===== config.mk =====
export PLATFORM = sky130hd
export DESIGN_NAME = beta_fetch_pc_flat
export DESIGN_NICKNAME = d
export VERILOG_FILES = /design/src/rtl/beta_fetch_pc_if.sv /design/src/rtl/beta_fetch_pc.sv /design/src/flat_wrapper.sv
export SDC_FILE = /design/constraint.sdc
export NUM_CORES = 1
export LEC_CHECK = 0
export ABC_AREA = 1
export ABC_CLOCK_PERIOD_IN_PS = 4000
export CAP_MARGIN = 20
export CORE_AREA = 2 2 128 130
export CTS_CLUSTER_SIZE = 30
export DETAILED_ROUTE_END_ITERATION = 12
export DIE_AREA = 0 0 130 132
export PLACE_DENSITY = 0.82
export SYNTH_ARGS = -nofsm -noshare
export SYNTH_HDL_FRONTEND = slang
export SYNTH_SLANG_ARGS = --single-unit

===== constraint.sdc =====
create_clock -name clk -period 4 [get_ports clk]
set_input_delay 0.8 -clock clk [delete_from_list [all_inputs] [get_ports clk]]
set_output_delay 0.8 -clock clk [all_outputs]
set_load 0.01 [all_outputs]

===== src/rtl/beta_fetch_pc_if.sv =====
// Instruction-memory read port of the Beta fetch stage.
// The fetch stage is the master (it drives req/addr); the memory is the slave.
interface beta_fetch_pc_if;
    logic        imem_req;
    logic [31:0] imem_addr;
    logic [31:0] imem_rdata;
    logic        imem_ready;

    modport master (
        output imem_req,
        output imem_addr,
        input  imem_rdata,
        input  imem_ready
    );

    modport slave (
        input  imem_req,
        input  imem_addr,
        output imem_rdata,
        output imem_ready
    );
endinterface


===== src/rtl/beta_fetch_pc.sv =====
// Beta instruction-fetch / program-counter stage: holds PC and supervisor bit,
// fetches over a req/ready port, selects the next PC and enters interrupts.
module beta_fetch_pc #(
    parameter logic [31:0] RESET_VEC = 32'h80000000,
    parameter logic [31:0] ILLOP_VEC = 32'h80000004,
    parameter logic [31:0] XADR_VEC  = 32'h80000008
) (
    input  logic                   clk,
    input  logic                   reset,
    beta_fetch_pc_if.master        imem,
    input  logic [2:0]             i_pcsel,
    input  logic [31:0]            i_ra_data,
    input  logic [15:0]            i_literal,
    input  logic                   i_advance,
    input  logic                   i_irq,
    output logic [31:0]            o_instruction,
    output logic                   o_instr_valid,
    output logic [31:0]            o_pc,
    output logic [31:0]            o_pc_plus4,
    output logic                   o_irq_ack,
    output logic [31:0]            o_xp_out
);

    typedef enum logic [1:0] {
        S_IDLE,
        S_FETCH,
        S_VALID
    } state_t;

    state_t      r_state;
    state_t      w_nextState;

    logic [31:0] r_pc;
    logic [31:0] r_instruction;
    logic        r_irqPending;
    logic        r_irqAck;
    logic [31:0] r_xp;

    logic [31:0] w_pcPlus4;
    logic [30:0] w_branchOffset;
    logic [31:0] w_selPc;
    logic        w_fetchDone;
    logic        w_advance;
    logic        w_takeIrq;
    logic        w_unusedRaLow;

    // JMP targets are word aligned, so the two low bits of Ra never matter.
    assign w_unusedRaLow  = ^i_ra_data[1:0];

    // PC arithmetic wraps in bits [30:0]; bit 31 (supervisor) rides along untouched.
    assign w_pcPlus4      = {r_pc[31], r_pc[30:0] + 31'd4};
    assign w_branchOffset = {{13{i_literal[15]}}, i_literal, 2'b00};

    assign w_fetchDone    = (r_state == S_FETCH) && imem.imem_ready;
    assign w_advance      = (r_state == S_VALID) && i_advance;
    assign w_takeIrq      = w_advance && r_irqPending && !r_pc[31];

    always_comb begin
        w_selPc = ILLOP_VEC;
        case (i_pcsel)
            3'd0:    w_selPc = w_pcPlus4;
            3'd1:    w_selPc = {w_pcPlus4[31], w_pcPlus4[30:0] + w_branchOffset};
            3'd2:    w_selPc = {r_pc[31] & i_ra_data[31], i_ra_data[30:2], 2'b00};
            3'd4:    w_selPc = XADR_VEC;
            default: w_selPc = ILLOP_VEC;
        endcase
    end

    always_comb begin
        w_nextState = r_state;
        case (r_state)
            S_IDLE:  w_nextState = S_FETCH;
            S_FETCH: if (imem.imem_ready) w_nextState = S_VALID;
            S_VALID: if (i_advance)       w_nextState = S_FETCH;
            default: w_nextState = S_IDLE;
        endcase
    end

    always_ff @(posedge clk) begin
        if (reset) begin
            r_state <= S_IDLE;
        end else begin
            r_state <= w_nextState;
        end
    end

    // A taken interrupt records the PC that pcsel would have chosen as the resume point.
    always_ff @(posedge clk) begin
        if (reset) begin
            r_pc          <= RESET_VEC;
            r_instruction <= 32'h0;
            r_irqPending  <= 1'b0;
            r_irqAck      <= 1'b0;
            r_xp          <= 32'h0;
        end else begin
            r_irqAck <= w_takeIrq;
            if (i_irq) begin
                r_irqPending <= 1'b1;
            end else if (w_takeIrq) begin
                r_irqPending <= 1'b0;
            end
            if (w_fetchDone) begin
                r_instruction <= imem.imem_rdata;
            end
            if (w_advance) begin
                r_pc <= w_takeIrq ? XADR_VEC : w_selPc;
                if (w_takeIrq) begin
                    r_xp <= w_selPc;
                end
            end
        end
    end

    assign imem.imem_req   = (r_state == S_FETCH);
    assign imem.imem_addr  = {1'b0, r_pc[30:2], 2'b00};
    assign o_instruction   = r_instruction;
    assign o_instr_valid   = (r_state == S_VALID);
    assign o_pc            = r_pc;
    assign o_pc_plus4      = w_pcPlus4;
    assign o_irq_ack       = r_irqAck;
    assign o_xp_out        = r_xp;

    a_reqValidExclusive: assert property (@(posedge clk) disable iff (reset)
        !(imem.imem_req && o_instr_valid));

    a_ackSingleCycle: assert property (@(posedge clk) disable iff (reset)
        o_irq_ack |=> !o_irq_ack);

endmodule


===== src/flat_wrapper.sv =====
// flat-port wrapper written by rule: the top's interface ports become plain ports
module beta_fetch_pc_flat 
#(
    parameter logic [31:0] RESET_VEC = 32'h80000000,
    parameter logic [31:0] ILLOP_VEC = 32'h80000004,
    parameter logic [31:0] XADR_VEC  = 32'h80000008
)
  (clk, reset, i_pcsel, i_ra_data, i_literal, i_advance, i_irq, o_instruction, o_instr_valid, o_pc, o_pc_plus4, o_irq_ack, o_xp_out, imem_imem_req, imem_imem_addr, imem_imem_rdata, imem_imem_ready);
  beta_fetch_pc_if imem_i ();
  input  logic clk;
  input  logic reset;
  input  logic [2:0] i_pcsel;
  input  logic [31:0] i_ra_data;
  input  logic [15:0] i_literal;
  input  logic i_advance;
  input  logic i_irq;
  output logic [31:0] o_instruction;
  output logic o_instr_valid;
  output logic [31:0] o_pc;
  output logic [31:0] o_pc_plus4;
  output logic o_irq_ack;
  output logic [31:0] o_xp_out;
  output wire logic [$bits(imem_i.imem_req)-1:0] imem_imem_req;
  output wire logic [$bits(imem_i.imem_addr)-1:0] imem_imem_addr;
  input wire logic [$bits(imem_i.imem_rdata)-1:0] imem_imem_rdata;
  input wire logic [$bits(imem_i.imem_ready)-1:0] imem_imem_ready;
  assign imem_imem_req = imem_i.imem_req;
  assign imem_imem_addr = imem_i.imem_addr;
  assign imem_i.imem_rdata = imem_imem_rdata;
  assign imem_i.imem_ready = imem_imem_ready;
  beta_fetch_pc #(.RESET_VEC(RESET_VEC), .ILLOP_VEC(ILLOP_VEC), .XADR_VEC(XADR_VEC)) u_core (.clk(clk), .reset(reset), .imem(imem_i), .i_pcsel(i_pcsel), .i_ra_data(i_ra_data), .i_literal(i_literal), .i_advance(i_advance), .i_irq(i_irq), .o_instruction(o_instruction), .o_instr_valid(o_instr_valid), .o_pc(o_pc), .o_pc_plus4(o_pc_plus4), .o_irq_ack(o_irq_ack), .o_xp_out(o_xp_out));
endmodule

==> results.txt <==
- Outcome: complete, no violations
- After detailed routing, the average wire length per cell comes to 16.0 µm.
- Before CTS, the worst setup slack after placement is roughly 0.45 ns.
* Clock buffer count from CTS: 9
- Number of nets at the end of the flow: between 1.5k and 2k
- The congestion estimate from routability-driven global placement came to roughly 1.0.
- In this run the static leakage power is around 4.4 nW.
* Path category of the worst min-delay check: reg2reg
- Global routing used 29.3% of the available tracks across all layers.
- After clock tree synthesis, the clock-pin slew on the worst setup and hold paths is 0.07 ns.
* Die Y: between 100 and 150 µm
- Peak Freq: 0.279 GHz
- Summed over its instances, the top area cell type makes up 27.4% of the synthesized netlist area.
* Total Routed Length: approximately 26000 µm
- In the post-route analysis, the smallest setup slack over all paths is around 0.42 ns.
- Cells fill about 64% of the core in the end.
- Measured along the x axis, the die boundary spans 130 µm.
* Classification of the worst setup path: reg2reg
* Worst-Skew Late Latency: ~0.34 ns
- Data arrives at the worst endpoint at ~3.8 ns.
- The tool flagged a number of max-cap violations equal to 0.
- Using the TritonRoute via totals, the vias-per-cell ratio works out to 5.24.
- STA classifies the critical path startpoint as a flip-flop.
* DIE AREA: 0.0172 mm²
- For this run, the number of Yosys warnings is 0.
- Adding up every negative setup slack in the final design gives 0 ns.
- The floorplan step defined a core boundary enclosing around 0.016 mm².
- Initial antenna violation count: 0
* PortBufs: 245
- After synthesis the cells add up to between 0.007 and 0.008 mm².
* First DRT Iteration DRCs: ~660
- The initial utilization of the core area, before any placement, comes to 46.4%.
* Row cnt: between 40 and 50
- Worst-margin pin slew: 0.727 ns
- Gates resized, CTS repair: 0
- Distinct cell type count after synthesis: between 40 and 50
* Number of hold buffers added after cts: 0
* Diode insertion count for antenna repair: 0
- Clock tree synthesis selected as its root buffer the cell clkbuf_16.
* Avg Synthesized Cell Area: 6.19 µm²
* Power Density: between 200 and 250 mW/mm²
- The synthesized design contains 100 register bits.
- Including well taps, the total number of placed cells is 1584.
* Final setup vio count: 0
* Number of hold-slack violations in the final timing report: 0
- Entering global routing, the biggest net connects 57 pins.
* Sinks on Clock Net: 100
- The first global-routing pass estimated around 40000 µm of wire.
* Worst relative slew slack: 51.4%
* Remaining global-route overflow: 0
* Number of synthesized flops with an enable pin: 0
- During I/O placement, the number of pins put on the boundary was roughly 250.
* Number of global-route vias before repair: between 7k and 8k
* Routed Antenna Nets: 0
- For this run, design rule violations remaining after detail routing come to 0.
* Setup repair after global routing missed its margin: false
- Worst-path maximum fanout: 5
- The area growth from synthesis to layout is 38.3%.
* Worst-case hold slack: roughly 0.46 ns
* Post-CTS setup-driven buffer insertion count: 0
* M1 WL: 10500 µm
- DRT Pass-1 Iters: 5
- The filler cells instantiated in the layout total around 1.4k.
* Cell count after synthesis: 1179
- Critical Path RT: 4.24 ns
- Most common flop cell mapped by yosys: dfxtp_1
- Via count: roughly 8.4k
* CTS tree: built
- Summed over all nets, wire length on met2 after detailed routing comes to 11800 µm.
- Clock tree buffer depth: 2
- Biggest area contributors in the synthesized netlist: dfxtp_1, nand2_1, nand3_1
- The H-tree was split into 3 levels.
- Worst clock skew: between 0.008 and 0.009 ns
- The share of the Yosys chip area taken by registers is a little over a quarter.
* Max VDD drop: about 0.00032 V
- Of the cells placed in the final design, the portion with a size suffix greater than 1 is ~6%.
- Final slew viol count: 0
- The synthesized design spends more area on one cell type than any other, namely dfxtp_1.
- Routed signal wires occupy layers up through met4.
* Layout Cells excl Fill: ~1.6k
* Final period util: about 90%
- Placed wire-length estimate after detailed placement: between 20000 and 25000 µm
- Critical path endpoint category: flip-flop
- After layout, the minimum clock period comes to roughly 3.6 ns.
* Async S/R FF share, synth: 0%
* Routed wire length on met3: roughly 2500 µm
==> critical path, cell delays in order (launching register included) <==
cell and delay, ns:
dfxtp_1 0.44, inv_1 0.12, nor3_1 0.23, nand2_1 0.12, nor2_2 0.20, xor2_1 0.53
ha_1 0.38, nand2_1 0.08, nand2_1 0.06, a21oi_1 0.28, nand3_1 0.30, nor2_1 0.17
nor2_1 0.05, nand2_1 0.12, o211ai_1 0.16, a22o_1 0.22
==> cells in the mapped netlist (2+ instances only) <==
cell and n:
xnor2_2 3, nor2_2 13, a22o_1 15, nand2_1 420, nand3b_1 4, o211ai_1 3, nor2_1 80, clkbuf_1 23
nand3_1 109, nand3_2 3, xor2_1 16, o21ai_2 2, buf_4 36, ha_1 34, and2_1 2, o21ai_0 16
buf_2 10, nor2_4 2, buf_1 2, o21bai_1 5, a21oi_2 3, inv_2 4, a211oi_1 2, or2_2 6
a21oi_1 90, o31ai_1 2, o21ai_1 4, inv_1 126, dfxtp_1 100, nor3_1 13, nand2_2 7, nand4_1 8
a21o_1 2, nor3_2 3
==> cell families (layout without fill, tap and decap cells) <==
kind of cell	count (synthesis)	after routing	synth area share, %
flops	100	100	27.4
other cells	1	3	0.0514
simple gates	673	673	39.3
buf+inv	201	405	12.4
fa+ha+maj	35	35	6.11
compound gates	149	149	12.0
xor+xnor	20	20	2.81
==> where the power goes <==
group	switching [W]	internal [W]
Sequential	0.0000143	0.00101
Combinational	0.000203	0.000178
Clock	0.000377	0.000628
==> final cells by class <==
cell class	instances	area (µm²)	share of cell area [%]
clock inverters	6	111	1.10
well taps	216	270	2.68
repair buffers	259	2570	25.5
flip-flops and latches	100	2000	19.8
multi-input cells	880	4410	43.7
inverters	130	488	4.84
clock buffers	10	239	2.37
==> cell usage in the layout, fill, tap and decap left out, types with 8 or more instances in the layout <==
master           instances
nor2_2                  16
nand4_1                  8
buf_4                   13
ha_1                    34
a21oi_1                 90
clkdlybuf4s50_1        244
nor3_1                  13
dfxtp_1                100
clkbuf_16                9
nand2_1                420
inv_1                  126
xor2_1                  16
nor2_1                  77
o21ai_0                 16
a22o_1                  15
nand3_1                109
==> worst paths after layout <==
| path | start | end | slack (ns) | cells after the start |
|---|---|---|---|---|
| max | u_core.o_pc[10] | u_core.o_xp_out[14] | 0.42 | 15 |
| min | u_core.o_xp_out[4] | u_core.o_xp_out[4] | 0.46 | 2 |
| max reg2reg | u_core.o_pc[10] | u_core.o_xp_out[14] | 0.42 | 15 |
| min reg2reg | u_core.o_xp_out[4] | u_core.o_xp_out[4] | 0.46 | 2 |
==> flip-flops by register name, indices dropped and copies added (netlist names) <==
| name | cells |
|---|---|
| u_core.o_xp_out | 32 |
| u_core.r_irqPending | 1 |
| u_core.o_irq_ack | 1 |
| u_core.o_instruction | 32 |
| u_core.r_state | 2 |
| u_core.o_pc | 32 |
==> layer usage <==
metal / up-vias / global-route usage, %
met2: 368 / 48.4
met5: - / 0
met1: 3833 / 37.2
met4: 0 / 11.1
li1: 4137 / -
met3: 48 / 6.25
==> stage by stage <==
step / power [W] / area [µm²]
after floorplan: 0.00123 / 7300
after global placement: 0.00142 / 9710
after detailed placement: 0.00142 / 9710
after CTS: 0.00241 / 10100
after global routing: 0.00250 / 10100
final: 0.00242 / 10100
Power figures use the tool's default switching activity.
